$ cat src/rtl/guess_evaluator.sv
// guess_evaluator: walks the five slots of a committed, colour-scored guess row
// one per cycle, counts greens/yellows, flags malformed rows and tracks the game
// outcome (win / lose / game_over) across rows.
// Latency: start sampled at edge N, done pulses in the cycle after edge N+6.
// busy is high from the cycle after the start edge through the done cycle.
// Starts while busy or after game over are dropped; there is no queueing.
// Optional feature macro: KEYBOARD_STATE_EN enables per-letter best-colour storage
// on letter_state; without it letter_state is tied to zero.
// Ports:
//   clk, clr (async active-high reset), start, row_in, new_game (sync clear)
//   busy, done, green_count, yellow_count, guesses_used, win, lose, game_over,
//   bad_row, letter_state
module guess_evaluator #(
  parameter int MAX_ROWS = 6,
  parameter int SLOT_W   = 7
) (
  input  logic                  clk,
  input  logic                  clr,
  input  logic                  start,
  input  logic [5*SLOT_W-1:0]   row_in,
  input  logic                  new_game,
  output logic                  busy,
  output logic                  done,
  output logic [2:0]            green_count,
  output logic [2:0]            yellow_count,
  output logic [2:0]            guesses_used,
  output logic                  win,
  output logic                  lose,
  output logic                  game_over,
  output logic                  bad_row,
  output logic [51:0]           letter_state
);

  typedef enum logic [1:0] {IDLE, SCAN, JUDGE} state_t;

  state_t              r_state;
  logic [5*SLOT_W-1:0] r_row;
  logic [2:0]          r_idx;
  logic [2:0]          r_green;
  logic [2:0]          r_yellow;
  logic [2:0]          r_guesses;
  logic                r_win;
  logic                r_lose;
  logic                r_bad;
  logic                r_busy;
  logic                r_done;

  logic [SLOT_W-1:0]   w_slot;
  logic [4:0]          w_letter;
  logic [1:0]          w_colour;
  logic                w_valid;
  logic [2:0]          w_guesses_next;

  // Slot currently under inspection during SCAN.
  assign w_slot   = r_row[r_idx*SLOT_W +: SLOT_W];
  assign w_letter = w_slot[4:0];
  assign w_colour = w_slot[6:5];
  // A slot counts only if it was scored and holds a letter A..Z.
  assign w_valid  = (w_colour != 2'b00) && (w_letter != 5'd0) && (w_letter <= 5'd26);

  assign w_guesses_next = (r_guesses < 3'(MAX_ROWS)) ? r_guesses + 3'd1 : r_guesses;

  always_ff @(posedge clk or posedge clr) begin
    if (clr) begin
      r_state   <= IDLE;
      r_row     <= '0;
      r_idx     <= '0;
      r_green   <= '0;
      r_yellow  <= '0;
      r_guesses <= '0;
      r_win     <= 1'b0;
      r_lose    <= 1'b0;
      r_bad     <= 1'b0;
      r_busy    <= 1'b0;
      r_done    <= 1'b0;
    end else if (new_game) begin
      // Overrides any in-flight scan and any coincident start.
      r_state   <= IDLE;
      r_idx     <= '0;
      r_green   <= '0;
      r_yellow  <= '0;
      r_guesses <= '0;
      r_win     <= 1'b0;
      r_lose    <= 1'b0;
      r_bad     <= 1'b0;
      r_busy    <= 1'b0;
      r_done    <= 1'b0;
    end else begin
      case (r_state)
        IDLE: begin
          r_done <= 1'b0;
          r_busy <= 1'b0;
          if (start && !(r_win || r_lose)) begin
            r_row    <= row_in;
            r_green  <= '0;
            r_yellow <= '0;
            r_bad    <= 1'b0;
            r_idx    <= '0;
            r_busy   <= 1'b1;
            r_state  <= SCAN;
          end
        end
        SCAN: begin
          if (!w_valid) begin
            r_bad <= 1'b1;
          end else if (w_colour == 2'b11) begin
            r_green <= r_green + 3'd1;
          end else if (w_colour == 2'b10) begin
            r_yellow <= r_yellow + 3'd1;
          end
          r_idx <= r_idx + 3'd1;
          if (r_idx == 3'd4) begin
            r_state <= JUDGE;
          end
        end
        JUDGE: begin
          r_guesses <= w_guesses_next;
          if (r_green == 3'd5) begin
            r_win <= 1'b1;
          end else if (w_guesses_next == 3'(MAX_ROWS)) begin
            r_lose <= 1'b1;
          end
          // busy stays high through the done cycle; IDLE drops both next edge.
          r_done  <= 1'b1;
          r_state <= IDLE;
        end
        default: r_state <= IDLE;
      endcase
    end
  end

`ifdef KEYBOARD_STATE_EN
  logic [51:0] r_letter_state;
  logic [4:0]  w_lidx;
  logic [1:0]  w_ls_old;

  // Letter A is index 0, so letter code n lives at bits [2(n-1) +: 2].
  assign w_lidx   = w_letter - 5'd1;
  assign w_ls_old = r_letter_state[{w_lidx, 1'b0} +: 2];

  always_ff @(posedge clk or posedge clr) begin
    if (clr) begin
      r_letter_state <= '0;
    end else if (new_game) begin
      r_letter_state <= '0;
    end else if ((r_state == SCAN) && w_valid && (w_colour > w_ls_old)) begin
      r_letter_state[{w_lidx, 1'b0} +: 2] <= w_colour;
    end
  end

  assign letter_state = r_letter_state;
`else
  assign letter_state = 52'b0;
`endif

  assign busy         = r_busy;
  assign done         = r_done;
  assign green_count  = r_green;
  assign yellow_count = r_yellow;
  assign guesses_used = r_guesses;
  assign win          = r_win;
  assign lose         = r_lose;
  assign game_over    = r_win | r_lose;
  assign bad_row      = r_bad;

endmodule
$ cat config.mk
export PLATFORM = sky130hd
export DESIGN_NAME = guess_evaluator
export DESIGN_NICKNAME = d
export VERILOG_FILES = /design/src/rtl/guess_evaluator.sv
export SDC_FILE = /design/constraint.sdc
export NUM_CORES = 1
export LEC_CHECK = 0
export CAP_MARGIN = 10
export CORE_MARGIN = 4
export CORE_UTILIZATION = 49
export CTS_CLUSTER_SIZE = 28
export DETAILED_ROUTE_END_ITERATION = 8
export PLACE_DENSITY = 0.86
export SETUP_SLACK_MARGIN = 0.02
export SYNTH_ARGS = -nofsm -noshare
export SYNTH_HDL_FRONTEND = slang
export SYNTH_SLANG_ARGS = --single-unit
export TNS_END_PERCENT = 20
$ cat constraint.sdc
create_clock -name clk -period 2.8 [get_ports clk]
set_input_delay 0.28 -clock clk [delete_from_list [all_inputs] [get_ports clk]]
set_output_delay 0.28 -clock clk [all_outputs]
set_load 0.1 [all_outputs]
==> results of run 1 <==
## worst max-delay path: stages (launching register included)
cell and delay, ns:
dfrtp_1 0.79, mux2_2 0.42, a32o_1 0.21, nor3_2 0.14, nand4_1 0.32, nand3_1 0.26
mux2i_1 0.19
## power by group through the flow
stage / registers, mW / clock network [mW] / logic, mW
CTS: 0.991 / 0.455 / 0.775
global placement: 1.00 / 0 / 0.755
detailed placement: 1.01 / 0 / 0.773
floorplan: 1.01 / 0 / 0.678
finish: 0.992 / 0.449 / 0.774
global route: 1.01 / 0.491 / 0.822
## routing by layer
layer	up-vias	wire (µm)	track usage [%]
li1	970	-	-
met1	1013	2394	19.83
met2	88	2942	26.57
met3	5	424	3.690
met4	0	51	3.905
met5	-	0	0
## cells by family (layout without fill, tap and decap cells)
logic type                 Yosys count  in the layout  synth area share (%)
buffers and inverters               67             72                 15.91
and+or+nand+nor                     59             59                 10.29
muxes                               55             55                 19.45
DFF                                 54             54                 43.94
AOI/OAI and AO/OA                   32             32                 7.283
adders and majority gates            6              6                 2.441
xor gates and xnor gates             2              2                0.5697
other                                1             52                0.1219
## final cells by class
class | count | area, µm²
multi-input cells | 206 | 1429
inverters | 7 | 26.28
repair buffers | 57 | 535.5
flip-flops and latches | 54 | 1351
fillers | 496 | 2464
clock buffers | 5 | 68.82
well taps | 75 | 93.84
clock inverters | 3 | 22.52
## placed cells by master (no fill, tap or decap), drive strengths merged, types with 2 or more instances in the layout
cell	instances
clkdlybuf4s50	38
mux2i	17
and3	2
nor3b	4
a31oi	4
conb	52
nor3	3
ha	6
o22ai	5
nand4	4
nand2b	7
nand3	6
nand2	15
buf	19
clkbuf	5
mux2	38
nor2	11
nor2b	4
o21ai	6
inv	9
xor2	2
or2	2
a21oi	7
dfrtp	54
## registers in the layout, indices dropped and copies added (netlist names)
register and flops:
r_state 2, yellow_count 3, r_row 35, busy 1, win 1, guesses_used 3
r_idx 3, bad_row 1, done 1, green_count 3, lose 1
## stage by stage
stage	cell area (µm²)	hold WS, ns
6_report	3527	0.3199
5_1_grt	3527	0.3587
4_1_cts	3527	0.3316
3_5_place_dp	3436	0.4908
3_3_place_gp	3436	0.4843
2_1_floorplan	3267	0.4317
## path summary, 6_finish.rpt
kind / endpoint / cells after the start
worst max-delay path: yellow_count[1]$_DFFE_PP0P_ / 6
worst min-delay path: r_row[23]$_DFFE_PP0P_ / 3
worst max register to register: yellow_count[1]$_DFFE_PP0P_ / 6
worst min register to register: r_row[33]$_DFFE_PP0P_ / 1
max in group asynchronous: yellow_count[1]$_DFFE_PP0P_ / 3
min in group clk: r_row[33]$_DFFE_PP0P_ / 1
==> flow_summary.yaml, run 1 <==
route:
  wl_per_cell_um: 14.28
  drt-initial-drc-count: 101
  vias_per_cell: 5.101
  wl_mm: 5.812
  drc: 0
  dr.pass1.iters: 4
  dr_total_vias: 2076
  ant_nets: 0
clock_network:
  cts_max_level: 2
  cts_setup_buffers: 0
  clock-sinks: 54
  cts_made_buffers: 5
  clockBufferDepth: 2
  clkSlewWorstSetupHoldPaths_ns: 0.10
  clock_tree.root_cell: "clkbuf_8"
  cts-resized-gates: 0
  cts_tree: "done"
  holdBufCountCts: 0
  clkLatencyLatePin_ns: 0.31
sta:
  fmax_mhz: 415.1
  post-route-period-util_pct: 86.05
  worst_pin_slew_ns: 0.6762
  final.min_clock_period_ns: 2.409
  slew_headroom_pct: 54.92
  hold_violations: 0
  setup_ws_ns: 0.3907
  rsz0062_at_grt: "no"
  finalClockSkew_ns: 0.005263
  setup_violations: 0
  slew_violations: 0
  setup_tns_ns: 0
final_layout:
  antenna_cells: 0
  fin_util_pct: 58.88
  fin_cells: 407
  final_layout_size_suffix_gt1_share_pct: 22.89
  nNetsFinal: 376
  areaGrowthSynthToFinish_pct: 14.69
yosys:
  ys_top_cells_by_area: "dfrtp_1 (44%), mux2_2 (14%), buf_4 (13%), mux2i_1 (5.5%), ha_1 (2.4%)"
  ys_ff_latch: 54
  netlist.area_leader.share_pct: 43.94
  avgSynthCellArea_um2: 11.14
  synthTopCellsByCount: "dfrtp_1 (54), buf_4 (52), mux2_2 (38), mux2i_1 (17), nand2_1 (15)"
  synth-edff-count: 0
  synthFlopType: "dfrtp_1"
  synth-async-reset-ratio_pct: 100.0
  yosysMostFrequentCell: "dfrtp_1"
  synth.largest_area_cell: "dfrtp_1"
  seq_area_frac_synth_pct: 43.94
  ys_types: 43
  yosys_warnings: 0
  synth_area_um2: 3075
  syn_inst: 276
critical_path:
  arrival_ns: 2.65
  start_kind: "register"
  rr_startpoint: "r_idx[1]$_DFFE_PP0P_"
  endpoint_kind: "register"
  cp-startpoint: "r_idx[1]$_DFFE_PP0P_"
  worstSetupPathType: "register to register"
  crit_fanout: 16
  regToRegSetupSlack_ns: 0.39
  worstPathRequired_ns: 3.04
global_routing:
  grt_max_degree: 55
  grt_pass1_vias: 2013
  grt_antenna_before_repair: 0
  gr-usage-all-layers_pct: 15.53
  grt-ovfl-total: 0
  grt_pass1_wl_mm: 9.294
power_and_ir_drop:
  p_int_mw: 1.333
  ir_drop_mv: 0.3284
  leakage_nw: 1.619
  pwr_density_cell_nw_per_um2: 627.6
  seq_power_share_pct: 44.8
  p_sw_mw: 0.8804
  pwr-share-comb_pct: 34.9
  design_power_total_mw: 2.214
  clock_power_share_pct: 20.3
  sw_frac_of_total_pct: 39.77
floorplan:
  io_pins: 106
  die_area_um2: 7608
  initial_core_util_pct: 51.34
  core_area_um2: 5991
  die_y_um: 87.23
  rows: 28
  die_w_um: 87.23
placement:
  gp_congestion: 0.7946
  port-buffer-count: 53
  post-place-ws_ns: 0.4485
  dp_hpwl_mm: 4.462
  placedCellCount: 399
hold_path:
  hp-class: "primary input to async pin"
status:
  status: "completed"
flow_run:
  maxCapViolations: 0
Power figures use the tool's default switching activity.
==> run 2, diff against run 1 <==
Settings changed: CTS_BUF_LIST set to sky130_fd_sc_hd__clkbuf_16.
==> run 2 against run 1 <==
  * Critical path type unchanged
  * Sequential power hardly changed
  * Worst setup slack better by 0.011 ns
  * Wire length is 0.29% higher
  * Non-clock buffer count stayed put
==> flow_summary.yaml, run 2 (synthesized netlist as in run 1, its figures left out) <==
status:
  status: "completed"
sta:
  setup_violations: 0
  hold_violations: 0
  slew_headroom_pct: 54.85
  setup_ws_ns: 0.4013
  final.min_clock_period_ns: 2.399
  slew_violations: 0
  post-route-period-util_pct: 85.67
  setup_tns_ns: 0
  worst_pin_slew_ns: 0.6773
  rsz0062_at_grt: "no"
  fmax_mhz: 416.9
  finalClockSkew_ns: 0.005534
global_routing:
  gr-usage-all-layers_pct: 15.41
  grt-ovfl-total: 0
  grt_pass1_wl_mm: 9.218
  grt_pass1_vias: 2009
  grt_max_degree: 55
  grt_antenna_before_repair: 0
final_layout:
  nNetsFinal: 376
  multi_input_area_um2: 1429
  final_layout_size_suffix_gt1_share_pct: 22.89
  areaGrowthSynthToFinish_pct: 16.52
  regArea_um2: 1351
  largest_reg_flops: 35
  final_common_cell: "dfrtp_1"
  antenna_cells: 0
  nFillCells: 485
  regMostFlops: "r_row"
  final_cell_mix: "dfrtp_1 (54), conb_1 (52), mux2_2 (38), clkdlybuf4s50_1 (38), buf_4 (18)"
power_and_ir_drop:
  ir_drop_mv: 0.3909
  leakage_nw: 1.645
  pwr_density_cell_nw_per_um2: 666.0
clock_network:
  cts_made_buffers: 5
  clkSlewWorstSetupHoldPaths_ns: 0.07
  holdBufCountCts: 0
  cts-resized-gates: 0
  cts_setup_buffers: 0
  clockBufferDepth: 2
  clkLatencyLatePin_ns: 0.29
  clock-sinks: 54
  cts_max_level: 2
  clock_tree.root_cell: "clkbuf_16"
  cts_tree: "done"
flow_run:
  maxCapViolations: 0
critical_path:
  worstPathRequired_ns: 3.02
  endpoint_kind: "register"
  regToRegSetupSlack_ns: 0.40
  timing.critical_path.cells: "mux2_2, a32o_1, nor3_2, nand4_1, nand3_1, mux2i_1"
  start_kind: "register"
  critPathSlowestCell: "dfrtp_1"
  slowest_delay_ns: 0.78
  worstSetupPathType: "register to register"
  crit_fanout: 16
  arrival_ns: 2.61
route:
  drc: 0
  drt-initial-drc-count: 59
  ant_nets: 0
  wl_mm: 5.829
  dr.pass1.iters: 5
  wl_per_cell_um: 14.32
  dr_total_vias: 2075
  vias_per_cell: 5.098
floorplan:
  die_area_um2: 7608
  die_w_um: 87.23
  rows: 28
  die_y_um: 87.23
  core_area_um2: 5991
  initial_core_util_pct: 51.34
  io_pins: 106
hold_path:
  hp-class: "primary input to async pin"
placement:
  dp_hpwl_mm: 4.462
  port-buffer-count: 53
  post-place-ws_ns: 0.4485
  gp_congestion: 0.7946
[run 2: cell counts in the layout (fill, tap and decap cells not counted)]
No cell type changed its count.
[run 2: path summary, 6_finish.rpt]
| kind | start | endpoint | depth (start not counted) |
|---|---|---|---|
| max in group asynchronous | clr | r_row[24]$_DFFE_PP0P_ | 3 |
| min in group clk | r_row[33]$_DFFE_PP0P_ | r_row[33]$_DFFE_PP0P_ | 1 |
| hold reg to reg | r_row[33]$_DFFE_PP0P_ | r_row[33]$_DFFE_PP0P_ | 1 |
| hold / removal | clr | r_row[23]$_DFFE_PP0P_ | 3 |
| setup reg to reg | r_idx[1]$_DFFE_PP0P_ | yellow_count[1]$_DFFE_PP0P_ | 6 |
| setup / recovery | r_idx[1]$_DFFE_PP0P_ | yellow_count[1]$_DFFE_PP0P_ | 6 |
[run 2: area by class of cell]
cell class,count,share of cell area (%)
repair buffers,57,14.94
clock buffers,5,3.492
inverters,7,0.7332
well taps,75,2.619
flip-flops and latches,54,37.71
clock inverters,3,0.6285
multi-input cells,206,39.87
[run 2: through the flow]
stage	std cells	hold slack (ns)	util (%)	instance area (µm²)	total power, mW
after floorplan	327	0.4317	-	3267	1.687
after global placement	399	0.4843	57.35	3436	1.757
after detailed placement	399	0.4908	57.35	3436	1.779
after CTS	407	0.3635	59.82	3583	2.396
after global routing	407	0.3906	59.82	3583	2.501
final	407	0.3473	59.82	3583	2.387
[run 2: where the power goes]
| group | total (mW) | internal [mW] | switching (mW) |
|---|---|---|---|
| Combinational | 0.773 | 0.247 | 0.526 |
| Sequential | 0.992 | 0.905 | 0.0870 |
| Clock | 0.621 | 0.337 | 0.284 |
[run 2: metal layers]
metal,up-vias,global-route usage [%],part of all wire (%)
met1,1013,19.47,40
met2,90,26.71,51
met3,6,3.879,8.3
met5,-,0,0
met4,0,3.347,0.77
li1,966,-,-
[run 2: critical path, delay by kind of cell (launching register included)]
kind / cells / cell delay [ns]
flops: 1 / 0.78
simple gates: 3 / 0.72
mux: 2 / 0.61
compound gates: 1 / 0.21
==> variant 1: new RTL, config.mk and constraints of run 1 <==
Change the parameter `MAX_ROWS` from 6 to 3.
--- a/src/rtl/guess_evaluator.sv
+++ b/src/rtl/guess_evaluator.sv
@@ -11,7 +11,7 @@
 //   busy, done, green_count, yellow_count, guesses_used, win, lose, game_over,
 //   bad_row, letter_state
 module guess_evaluator #(
-  parameter int MAX_ROWS = 6,
+  parameter int MAX_ROWS = 3,
   parameter int SLOT_W   = 7
 ) (
   input  logic                  clk,
Behaviour: same outputs for any inputs over 10 cycles, from zero or initial values; that may be too few to reach the edited logic, so the function may still have changed.
==> variant 1 against run 1 <==
  * First-iteration DRC count decreased by 19%
  * Worst setup slack improved by 0.063 ns
  * Critical path type unchanged
  * Global-route usage decreased by 0.31 points
  * Synthesized area decreased by 2.0%
  * Clock skew increased by 0.0016 ns
  * Sequential cell count unchanged
  * Die area decreased by 1.8%
  * Combinational power decreased by 2%
  * Total power decreased by 1.5%
  * Final area decreased by 2.2%
  * Via count decreased by 1.9%
  * Highest routed layer unchanged
  * Wire length decreased by 3.4%
  * Sequential power decreased by 0.7%
==> variant 1: results (changes against run 1) <==
Final layout
  • Reg area: 1350 um2 (unchanged)
  • Fillers: 511 (was 496)
  • Non-clk buf share: 14.9% (was 15.2%)
  • Non-Filler Instances: 406 (was 407)
  • Inverters, non-clock: 10 (was 7)
  • Multi-input comb cells: 203 (was 206)
  • Final Net Count: 375 (was 376)
  • Clock-cell share: 2.65% (was 2.59%)
  • Non-clk bufs: 56 (was 57)
  • Clock buffers: 7 (was 5)
  • Share of cells above drive strength 1: 19.9% (was 22.9%)

Pwr
  • Worst vdd ir: 0.330 mV (was 0.328 mV)
  • P_int: 1330 uW (about the same)
  • Clk power: 440 uW (was 449 uW)
  • Sequential share of power: 45.2% (was 44.8%)
  • Leak pwr: 0.00156 uW (was 0.00162 uW)

Worst setup path
  • Crit path DAT: 2.55 ns (was 2.65 ns)
  • Worst Setup SP: r_idx[2] (was r_idx[1])
  • Crit path to: yellow_count[2] (was yellow_count[1])
  • Max incr delay on CP: 0.76 ns (was 0.79 ns)
  • Reg2reg path depth: 7 (was 6)
  • Flop2flop setup slack: 0.45 ns (was 0.39 ns)
  • RR Endpoint: yellow_count[2] (was yellow_count[1])
  • CP top delay family: compound AO/OA/AOI/OAI gates (was flip-flops)
  • Crit path max fanout: 17 (was 16)

Placed design
  • Gpl congestion: 0.835 (was 0.795)
  • Setup WS pre-CTS: 0.478 ns (was 0.448 ns)
  • HPWL after DPL: 4250 um (was 4460 um)
  • Placed Area: 3360 um2 (was 3440 um2)
  • # placed instances: 398 (was 399)

Synthesis
  • Synth top area cells: dfrtp_1 45%, buf_4 14%, mux2_2 12% (was dfrtp_1 44%, mux2_2 14%, buf_4 13%)
  • Seq/Total Area, Yosys: 44.8% (was 43.9%)
  • Most frequent cells after synthesis: 55 x buf_4, 54 x dfrtp_1, 31 x mux2_2 (was 54 x dfrtp_1, 52 x buf_4, 38 x mux2_2, 17 x mux2i_1, 15 x nand2_1)
  • Synth Area per Inst: 10.8 um2 (was 11.1 um2)
  • Post-synthesis async set-or-reset flop share: 100% (unchanged)

Global route
  • GR Layer Usage met1: 18.4% (was 19.8%)
  • Vias in the first global route: 1916 (was 2013)
  • Global-route wire length before repair: 8940 um (was 9290 um)
  • Largest net degree at the start of global routing: 41 (was 55)
  • GRT Overall Usage: 15.2% (was 15.5%)
  • Met3 usage: 4.47% (was 3.69%)
  • M2 GR Usage: 26.1% (was 26.6%)

Route
  • Vias per cell: 5.02 (was 5.10)
  • Met3 wire length: 531 um (was 424 um)
  • Initial DRC count: 82 (was 101)
  • Wl on met1: 2240 um (was 2390 um)
  • Met2 wire length: 2800 um (was 2940 um)
  • Routed wire length: 5610 um (was 5810 um)

Clock network
  • PostCTS Resize Cnt: 0 (unchanged)

Outcome
  • Status: finished, final reports clean (unchanged)

STA
  • Clock Skew: 0.00688 ns (was 0.00526 ns)

Die
  • Die Area: 7470 um2 (was 7610 um2)
[variant 1: cell count changes after synthesis, moves of 3 or more]
cell      delta
o21ai_0      +9
inv_1        +3
nand3_1      -3
nand4_1      -4
nor2_1       +5
o21ai_1      +3
buf_4        +3
nor2b_1      -4
clkbuf_1     +3
mux2_2       -7
nor3b_1      -3
[variant 1: kinds of logic (layout without fill, tap and decap cells)]
logic type	after synthesis	count (layout)	synth area share, %
buffers and inverters	73	74	16.5
other	1	52	0.124
XOR/XNOR	1	1	0.291
adder cells (fa/ha/maj)	6	6	2.49
flip-flops	54	54	44.8
AO/OA/AOI/OAI	47	47	10.2
AND/OR/NAND/NOR	49	49	7.97
multiplexers	48	48	17.6
[variant 1: metrics by stage]
stage          hold slack, ns  util (%)
3_5_place_dp            0.491      56.4
3_3_place_gp            0.491      56.4
6_report                0.409      57.9
2_1_floorplan           0.397         -
4_1_cts                 0.428      57.9
5_1_grt                 0.478      57.9
==> variant 2: new RTL, config.mk and constraints of run 1 <==
Without the edit above. Register the inputs `start` and `row_in` before use, without a reset. The logic sees them one clock later. The other inputs are not delayed to match. Comments in the files are not updated.
--- a/src/rtl/guess_evaluator.sv
+++ b/src/rtl/guess_evaluator.sv
@@ -32,6 +32,14 @@
 );
 
   typedef enum logic [1:0] {IDLE, SCAN, JUDGE} state_t;
+
+  logic start_q;
+  logic [5*SLOT_W-1:0] row_q;
+
+  always_ff @(posedge clk) begin
+    start_q <= start;
+    row_q   <= row_in;
+  end
 
   state_t              r_state;
   logic [5*SLOT_W-1:0] r_row;
@@ -90,8 +98,8 @@
         IDLE: begin
           r_done <= 1'b0;
           r_busy <= 1'b0;
-          if (start && !(r_win || r_lose)) begin
-            r_row    <= row_in;
+          if (start_q && !(r_win || r_lose)) begin
+            r_row    <= row_q;
             r_green  <= '0;
             r_yellow <= '0;
             r_bad    <= 1'b0;
Formal check against the unedited RTL: not equivalent (Yosys sat finds a counterexample within 4 cycles, from zero or initial values).
==> variant 2 against run 1 <==
  * Die area rose by 20%
  * Critical path depth up 2
  * Total power up 44%
  * Clock skew up 0.0037 ns
  * Wire length increased by 7.9%
  * Worst hold slack worse by 0.035 ns
  * Worst setup slack better by 0.098 ns
  * Sequential cell count up 36
  * Synthesized area up 22%
  * Final area rose by 24%
  * Critical path type unchanged
==> variant 2: results (changes against run 1) <==
Clock network
  • Root Buffer: clkbuf_8 (unchanged)
  • Worst-path clk slew: around 0.090 ns
  • Clk_lat worst skew: 0.35 ns (was 0.31 ns)
  • Htree depth: 3 (was 2)
  • CTS Buffer Depth: 2 (unchanged)
  • PostCTS Resize Cnt: 0 (unchanged)
  • CTS Buf Count: 9 (was 5)

Placed design
  • Gpl congestion: 0.787 (was 0.795)
  • Setup WS pre-CTS: 0.522 ns (was 0.448 ns)
  • # placed instances: 461 (was 399)
  • Placed Area: 4180 um2 (was 3440 um2)
  • Port-buffer cells: 53 (unchanged)
  • HPWL after DPL: 4650 um (was 4460 um)

Final layout
  • Non-Filler Instances: 477 (was 407)
  • Final Net Count: 418 (was 376)
  • Share of cells above drive strength 1: 21.2% (was 22.9%)
  • Fillers: 610 (was 496)
  • Final Instance Area: 4380 um2 (was 3530 um2)
  • Ant. Diodes: 0 (unchanged)

Synthesis
  • Ys Warns: 0 (unchanged)
  • Compound-gate portion of the synthesized area: 5.84% (was 7.28%)
  • Post-synthesis async set-or-reset flop share: 60.0% (was 100%)
  • Synth top area cells: dfrtp_1 36%, dfxtp_1 19%, mux2_2 11% (was dfrtp_1 44%, mux2_2 14%, buf_4 13%)
  • Synth cell types: 42 (was 43)
  • Synthesized-area fraction occupied by adder cells: 2.00% (was 2.44%)
  • Mux contribution to synthesized area: 15.7% (was 19.4%)
  • Synth Area per Inst: 11.8 um2 (was 11.1 um2)
  • Synth Area in XOR/XNOR: 0.467% (was 0.570%)
  • Seq/Total Area, Yosys: 55.2% (was 43.9%)
  • Most frequent cells after synthesis: 54 x dfrtp_1, 52 x buf_4, 36 x dfxtp_1, 36 x mux2_2 (was 54 x dfrtp_1, 52 x buf_4, 38 x mux2_2, 17 x mux2i_1, 15 x nand2_1)

Global route
  • Initial antenna violation count: 0 (unchanged)
  • Largest net degree at the start of global routing: 55 (unchanged)
  • GRT Overall Usage: 14.4% (was 15.5%)
  • Global-route wire length before repair: 9910 um (was 9290 um)
  • Vias in the first global route: 2168 (was 2013)

Worst setup path
  • Crit path DAT: 2.58 ns (was 2.65 ns)
  • Max incr delay on CP: 0.51 ns (was 0.79 ns)
  • Crit path max fanout: 19 (was 16)
  • CP top delay family: compound AO/OA/AOI/OAI gates (was flip-flops)
  • Crit-path slowest cell: a211oi_1 (was dfrtp_1)
  • Worst Setup SP: r_idx[0] (was r_idx[1])

STA
  • Max-slew headroom: 56.2% (was 54.9%)
  • Clock Skew: 0.00893 ns (was 0.00526 ns)

Route
  • Initial DRC count: 142 (was 101)
  • WL/cell: 13.1 um (was 14.3 um)
  • Drt first pass iters: 4 (unchanged)
  • Vias per cell: 4.70 (was 5.10)

Flow run
  • Max Cap Viol: 0 (unchanged)

Outcome
  • Status: finished, final reports clean (unchanged)

Pwr
  • Leak pwr: 0.00194 uW (was 0.00162 uW)
  • Worst vdd ir: 0.426 mV (was 0.328 mV)

Hold path
  • Hold Crit Class: in2async (unchanged)
variant 2: cell types whose count changed in the layout (fill, tap and decap cells not counted), sizes merged, moves of 3 or more:
| cell | before | now |
|---|---|---|
| and2 | 0 | 3 |
| clkbuf | 5 | 11 |
| dfxtp | 0 | 36 |
| inv | 9 | 12 |
| mux2i | 17 | 14 |
| nand2b | 7 | 3 |
| nand4 | 4 | 1 |
| nor3b | 4 | 1 |
| o21ai | 6 | 17 |
variant 2: area by class of cell:
cell class                 instances  area share [%]
inverter                           9           0.771
multi-input combinational        206            32.0
sequential                        90            47.3
timing repair buffer              57            12.5
tap                               99            2.83
clock inverter                     5            1.40
clock buffer                      11            3.23
variant 2: path summary, 6_finish.rpt:
kind / endpoint / slack, ns / cells after the start
worst min register to register: r_row[30] / 0.47 / 1
max in group asynchronous: yellow_count[1] / 2.26 / 3
worst min-delay path: guesses_used[1] / 0.28 / 3
worst max register to register: green_count[1] / 0.49 / 8
min in group clk: row_q[29] / 0.36 / 1
worst max-delay path: green_count[1] / 0.49 / 8
variant 2: per-layer routing:
layer / vias up / part of all wire [%] / GRT usage (%)
li1: 1088 / - / -
met5: - / 0 / 0
met3: 12 / 8.6 / 4.34
met4: 0 / 1.9 / 5.21
met2: 98 / 48 / 24.2
met1: 1043 / 42 / 17.4
variant 2: worst register-to-register path, stage by stage (launching register included):
cell and delay [ns]:
dfrtp_1 0.37, buf_4 0.27, inv_1 0.11, nor3_1 0.35
o31ai_1 0.13, a211oi_1 0.51, nor4b_2 0.14, o21a_1 0.21
o22ai_1 0.15
variant 2: where the power goes:
| group | switching, uW | internal (uW) |
|---|---|---|
| clock | 436 | 445 |
| combinational | 531 | 248 |
| sequential | 82.4 | 1450 |
